<file path="config.mk">
export PLATFORM = sky130hd
export DESIGN_NAME = div_ctrl
export DESIGN_NICKNAME = d
export VERILOG_FILES = /design/src/rtl/div_ctrl.sv
export SDC_FILE = /design/constraint.sdc
export NUM_CORES = 1
export LEC_CHECK = 0
export ABC_AREA = 1
export BUFFER_PORTS_ARGS = -buffer_cell sky130_fd_sc_hd__buf_2
export CORE_MARGIN = 5
export CORE_UTILIZATION = 40
export DETAILED_ROUTE_END_ITERATION = 6
export HOLD_SLACK_MARGIN = 0.1
export PLACE_DENSITY = 0.62
export SETUP_SLACK_MARGIN = 0.02
export SLEW_MARGIN = 20
export SYNTH_ARGS = -nofsm -noshare
export SYNTH_HDL_FRONTEND = slang
export SYNTH_SLANG_ARGS = --single-unit
</file>
<file path="constraint.sdc">
create_clock -name clk -period 3.1 [get_ports clk]
set_input_delay 0.155 -clock clk [delete_from_list [all_inputs] [get_ports clk]]
set_output_delay 0.155 -clock clk [all_outputs]
set_load 0.01 [all_outputs]
</file>
<file path="src/rtl/div_ctrl.sv">
// div_ctrl: sequencing stage around a combinational restoring divider.
//
// Operand pairs arrive on a valid/ready input and are buffered in a
// 2-entry FIFO. For each pair the block drives the divider operand bus,
// holds it for SETTLE cycles, samples the quotient, derives the remainder
// and presents the result on a valid/ready output with full backpressure.
// A zero denominator bypasses the divider and reports divide-by-zero
// (quotient all ones, remainder = numerator) on the next edge.
//
// Ports:
//   clk        rising-edge clock
//   reset      asynchronous, active-high reset
//   in_valid   operand pair offered
//   in_ready   FIFO can accept (from registered occupancy only)
//   in_a       numerator
//   in_b       denominator
//   div_a      registered numerator to the divider
//   div_b      registered denominator to the divider
//   div_q      quotient returned by the divider
//   out_valid  result available
//   out_ready  downstream accepts the result
//   out_q      quotient
//   out_r      remainder
//   out_dbz    divide-by-zero flag
module div_ctrl #(
  parameter int WIDTH  = 4,
  parameter int SETTLE = 2   // legal range 1..15
) (
  input  logic             clk,
  input  logic             reset,
  input  logic             in_valid,
  output logic             in_ready,
  input  logic [WIDTH-1:0] in_a,
  input  logic [WIDTH-1:0] in_b,
  output logic [WIDTH-1:0] div_a,
  output logic [WIDTH-1:0] div_b,
  input  logic [WIDTH-1:0] div_q,
  output logic             out_valid,
  input  logic             out_ready,
  output logic [WIDTH-1:0] out_q,
  output logic [WIDTH-1:0] out_r,
  output logic             out_dbz
);

  localparam int W2 = 2 * WIDTH;

  typedef enum logic [1:0] {
    IDLE,
    WAIT,
    DONE
  } state_t;

  state_t           state_q, state_d;
  logic [3:0]       cnt_q, cnt_d;

  logic [1:0]       count_q, count_d;
  logic             wr_ptr_q, wr_ptr_d;
  logic             rd_ptr_q, rd_ptr_d;
  logic [WIDTH-1:0] fifo_a_q [2];
  logic [WIDTH-1:0] fifo_a_d [2];
  logic [WIDTH-1:0] fifo_b_q [2];
  logic [WIDTH-1:0] fifo_b_d [2];

  logic [WIDTH-1:0] opa_q, opa_d;
  logic [WIDTH-1:0] opb_q, opb_d;
  logic [WIDTH-1:0] quo_q, quo_d;
  logic [WIDTH-1:0] rem_q, rem_d;
  logic             dbz_q, dbz_d;
  logic             valid_q, valid_d;

  logic             push;
  logic             pop;
  logic [WIDTH-1:0] head_a;
  logic [WIDTH-1:0] head_b;
  logic [WIDTH-1:0] rem_calc;

  // in_ready looks only at the registered count, so a full FIFO refuses a
  // push even when the same edge would pop an entry.
  assign in_ready = (count_q != 2'd2);
  assign push     = in_valid && in_ready;
  assign head_a   = fifo_a_q[rd_ptr_q];
  assign head_b   = fifo_b_q[rd_ptr_q];

  // Remainder a - q*b, product formed at double width, unsigned; only the
  // low WIDTH bits are kept.
  assign rem_calc = WIDTH'(W2'(opa_q) - (W2'(div_q) * W2'(opb_q)));

  // A new entry is taken when idle, or in DONE on the output handshake so
  // consecutive operations run back-to-back without an IDLE bubble.
  assign pop = (count_q != 2'd0) &&
               ((state_q == IDLE) || ((state_q == DONE) && out_ready));

  // Next-state logic for the FIFO, the sequencer and the result registers.
  always_comb begin
    state_d  = state_q;
    cnt_d    = cnt_q;
    count_d  = count_q;
    wr_ptr_d = wr_ptr_q;
    rd_ptr_d = rd_ptr_q;
    fifo_a_d = fifo_a_q;
    fifo_b_d = fifo_b_q;
    opa_d    = opa_q;
    opb_d    = opb_q;
    quo_d    = quo_q;
    rem_d    = rem_q;
    dbz_d    = dbz_q;
    valid_d  = valid_q;

    if (push) begin
      fifo_a_d[wr_ptr_q] = in_a;
      fifo_b_d[wr_ptr_q] = in_b;
      wr_ptr_d           = ~wr_ptr_q;
    end
    if (pop) begin
      rd_ptr_d = ~rd_ptr_q;
    end
    if (push && !pop) begin
      count_d = count_q + 2'd1;
    end else if (!push && pop) begin
      count_d = count_q - 2'd1;
    end

    case (state_q)
      IDLE: begin
        valid_d = 1'b0;
      end
      WAIT: begin
        cnt_d = cnt_q - 4'd1;
        if (cnt_q == 4'd1) begin
          quo_d   = div_q;
          rem_d   = rem_calc;
          dbz_d   = 1'b0;
          valid_d = 1'b1;
          state_d = DONE;
        end
      end
      DONE: begin
        if (out_ready && !pop) begin
          valid_d = 1'b0;
          state_d = IDLE;
        end
      end
      default: begin
        state_d = IDLE;
        valid_d = 1'b0;
      end
    endcase

    // Loading a popped entry; a zero denominator never touches the divider
    // bus and produces its result on this same edge.
    if (pop) begin
      if (head_b != '0) begin
        opa_d   = head_a;
        opb_d   = head_b;
        cnt_d   = 4'(SETTLE);
        valid_d = 1'b0;
        state_d = WAIT;
      end else begin
        quo_d   = '1;
        rem_d   = head_a;
        dbz_d   = 1'b1;
        valid_d = 1'b1;
        state_d = DONE;
      end
    end
  end

  // All state registers; reset discards any queued or in-flight operation.
  always_ff @(posedge clk or posedge reset) begin
    if (reset) begin
      state_q  <= IDLE;
      cnt_q    <= '0;
      count_q  <= '0;
      wr_ptr_q <= 1'b0;
      rd_ptr_q <= 1'b0;
      fifo_a_q <= '{default: '0};
      fifo_b_q <= '{default: '0};
      opa_q    <= '0;
      opb_q    <= '0;
      quo_q    <= '0;
      rem_q    <= '0;
      dbz_q    <= 1'b0;
      valid_q  <= 1'b0;
    end else begin
      state_q  <= state_d;
      cnt_q    <= cnt_d;
      count_q  <= count_d;
      wr_ptr_q <= wr_ptr_d;
      rd_ptr_q <= rd_ptr_d;
      fifo_a_q <= fifo_a_d;
      fifo_b_q <= fifo_b_d;
      opa_q    <= opa_d;
      opb_q    <= opb_d;
      quo_q    <= quo_d;
      rem_q    <= rem_d;
      dbz_q    <= dbz_d;
      valid_q  <= valid_d;
    end
  end

  assign div_a     = opa_q;
  assign div_b     = opb_q;
  assign out_q     = quo_q;
  assign out_r     = rem_q;
  assign out_dbz   = dbz_q;
  assign out_valid = valid_q;

endmodule

</file>
==> run summary <==
Status - completed
Pre-antenna DRT Iters - 4
CP max-delay cell - fa_1
Class of the worst hold path - input port to flop
TritonCTS clock tree - built
IO buf count - 34
Number of global-route vias before repair - 1825
Fin crit share - 79.77%
P_leak - 0.001529 µW
Initial core utilization - 41.34%
Post-synthesis net count - 326
TritonCTS Buffers - 5
Crit path top cell by count - nand2_1
Clock transition at the registers of the reported paths - 80 ps
Global Route met2 Usage - 21.55%
CP max stage delay - 540 ps
Gr ovfl total - 0
Final min period - 2473 ps
Grt met1 use - 18.71%
Number of warnings issued by yosys - 0
Fin nets - 365
DIE HEIGHT - 88.22 µm
First-pass GRT wire length - 8390 µm
Max IR drop VDD - 0.0003730 V
Routed Antenna Nets - 0
Max-cap violations - 0
Boundary Pins - 35
CTS HTree Levels - 2
Residual DRC - 0
Slew Viols, Final - 0
Average size of a mapped cell - 8.240 µm²
Power per standard cell area - 1097 nW/µm²
Setup Buffers After CTS - 0
Final GP Congestion - 0.8194
Filler instances - 602
Share of cells above drive strength 1 - 20.18%
Clock Path Buffers - 2
Worst-skew pair later-pin latency - 300 ps
P&R area growth vs syn - 14.21%
Vias - 1896
Largest net degree at the start of global routing - 29
Total GRT Usage - 13.86%
Routed WL per cell - 11.73 µm
CP Capture Type - flop
GR Util met3 - 3.445%
WL final - 4833 µm
Worst-path fanout max - 5
Antenna violations before repair - 0
Setup TNS - 0 ps
Achievable frequency - 404.4 MHz
Routed vias/inst - 4.602
Synth Cell Area - 2447 µm²
Clk sinks - 44
Critical path launch point type - flop
Register area share after synthesis - 44.99%
CP Data Required Time - 3280 ps
Fin. Hold Viols - 0
CP Class - flop to flop
CTS Root Cell - clkbuf_8
CORE AREA - 5921 µm²
Yosys reg bits - 44
Cell row count - 28
Final Instance Count excl. Fillers - 412
Slew margin rel. - 51.08%
RSZ-0062 raised after global routing - no
Worst Tran Pin Value - 733.7 ps
ANT cells - 0
DP HPWL - 3583 µm
WP data arrival - 2660 ps
Die Area - 7783 µm²
Crit-path cells - nand2_1 > inv_1 > ha_1 > fa_1 > inv_1 > ha_1 > nand2_1 > nand2_1 > nor2_1 > nand2_1 > nand2_1 > inv_1 > nand3_1 > nand3_1 > nand2_1 > nand2_1
Mapped Cells - 297
Die span in x - 88.22 µm
Placed Instances - 401
Worst Clk Skew - 11.79 ps
Initial detailed-routing violation count - 68
Synth unique cells - 34
Most Used Layer, Global Route - met2
Final setup violation count - 0
layout make-up:
| cell class | count | area, µm² | share of cell area, % |
|---|---|---|---|
| Tap cell | 75 | 93.84 | 3.357 |
| Clock buffer | 7 | 86.33 | 3.089 |
| Multi-Input combinational cell | 201 | 1119 | 40.02 |
| Clock inverter | 1 | 7.507 | 0.2686 |
| Inverter | 46 | 180.2 | 6.446 |
| Timing Repair Buffer | 38 | 207.7 | 7.431 |
| Sequential cell | 44 | 1101 | 39.39 |
cell usage in the layout, fill, tap and decap left out, drive strengths merged:
master | Yosys | layout
nand2 | 111 | 111
inv | 46 | 45
dfrtp | 44 | 44
buf | 5 | 35
o21ai | 26 | 26
nor2 | 16 | 16
ha | 10 | 10
nand3 | 10 | 10
clkbuf | 1 | 7
xor2 | 6 | 6
a31oi | 5 | 5
or2 | 3 | 3
xnor2 | 3 | 3
fa | 3 | 3
dlygate4sd3 | 0 | 3
nor3 | 2 | 2
nand4 | 2 | 2
a21oi | 2 | 2
o21bai | 1 | 1
o211ai | 1 | 1
clkinv | 0 | 1
clkinvlp | 0 | 1
final timing paths:
| check | to | start | slack [ps] | depth (start not counted) |
|---|---|---|---|---|
| max in group asynchronous | out_r[1] | reset | 2000 | 4 |
| worst max-delay path | out_r[3] | div_b[2] | 630 | 16 |
| worst max register to register | out_r[3] | div_b[2] | 630 | 16 |
| worst min-delay path | fifo_b_q[5] | in_b[1] | 110 | 3 |
| worst min register to register | fifo_a_q[6] | fifo_a_q[6] | 490 | 2 |
| min in group asynchronous | out_valid | reset | 380 | 3 |
registers in the layout, indices dropped and copies added (netlist names):
name / flops
count_q: 2
cnt_q: 4
rd_ptr_q: 1
wr_ptr_q: 1
out_valid: 1
out_r: 4
state_q: 2
out_dbz: 1
fifo_b_q: 8
out_q: 4
div_a: 4
fifo_a_q: 8
div_b: 4
through the flow:
stage / cell area [µm²] / utilization, % / power [µW] / hold WS [ps] / setup WS (ps)
2_1_floorplan: 2447 / - / 2349 / 288.5 / 714.9
3_3_place_gp: 2671 / 45.12 / 2686 / 176.7 / 678.1
3_5_place_dp: 2671 / 45.12 / 2715 / 171.6 / 633.8
4_1_cts: 2795 / 47.21 / 3112 / 102.5 / 619.8
5_1_grt: 2795 / 47.21 / 3404 / 106.1 / 397.5
6_report: 2795 / 47.21 / 3066 / 109.2 / 627.3
power by group:
part	total, µW	internal (µW)	switching [µW]
Combinational	1610	641	974
Sequential	1080	857	221
Clock	374	181	192
Yosys cell counts (all sizes together):
library cell	n	area share (%)
inv	46	7.4
nand3	10	2.2
o21bai	1	0.31
o21ai	26	7.2
nor3	2	0.87
dfrtp	44	45
nand2	111	17
xor2	6	2.1
or2	3	0.77
nand4	2	0.77
clkbuf	1	0.15
a31oi	5	1.5
a21oi	2	0.56
xnor2	3	1.1
ha	10	5.1
nor2	16	3.0
o211ai	1	0.31
buf	5	1.8
fa	3	2.5
kinds of logic (layout without fill, tap and decap cells):
kind of cell / Yosys count / in the layout / synth area share, %
adders and majority gates: 13 / 13 / 7.567
xor gates and xnor gates: 9 / 9 / 3.221
DFF: 44 / 44 / 44.99
AOI/OAI and AO/OA: 35 / 35 / 9.867
buffers and inverters: 52 / 92 / 9.305
and+or+nand+nor: 144 / 144 / 25.05
per-layer routing:
layer / vias to the layer above / wire [µm] / share of wire (%)
met5: - / 0 / 0
met4: 0 / 80 / 1.7
met3: 7 / 227 / 4.7
met2: 32 / 2137 / 44
met1: 863 / 2388 / 49
li1: 994 / - / -
critical path, delay by kind of cell, from the launching register on:
kind | cells | cell delay [ps]
fa+ha+maj | 3 | 1160
buf+inv | 3 | 120
flops | 1 | 430
simple gates | 10 | 660
what timing repair did:
item	CTS	global route
gates resized for setup	0	0
hold buffers	3	0
hold endpoints to repair	18	0
setup endpoints to repair	0	0
(Power assumes the default switching activity.)
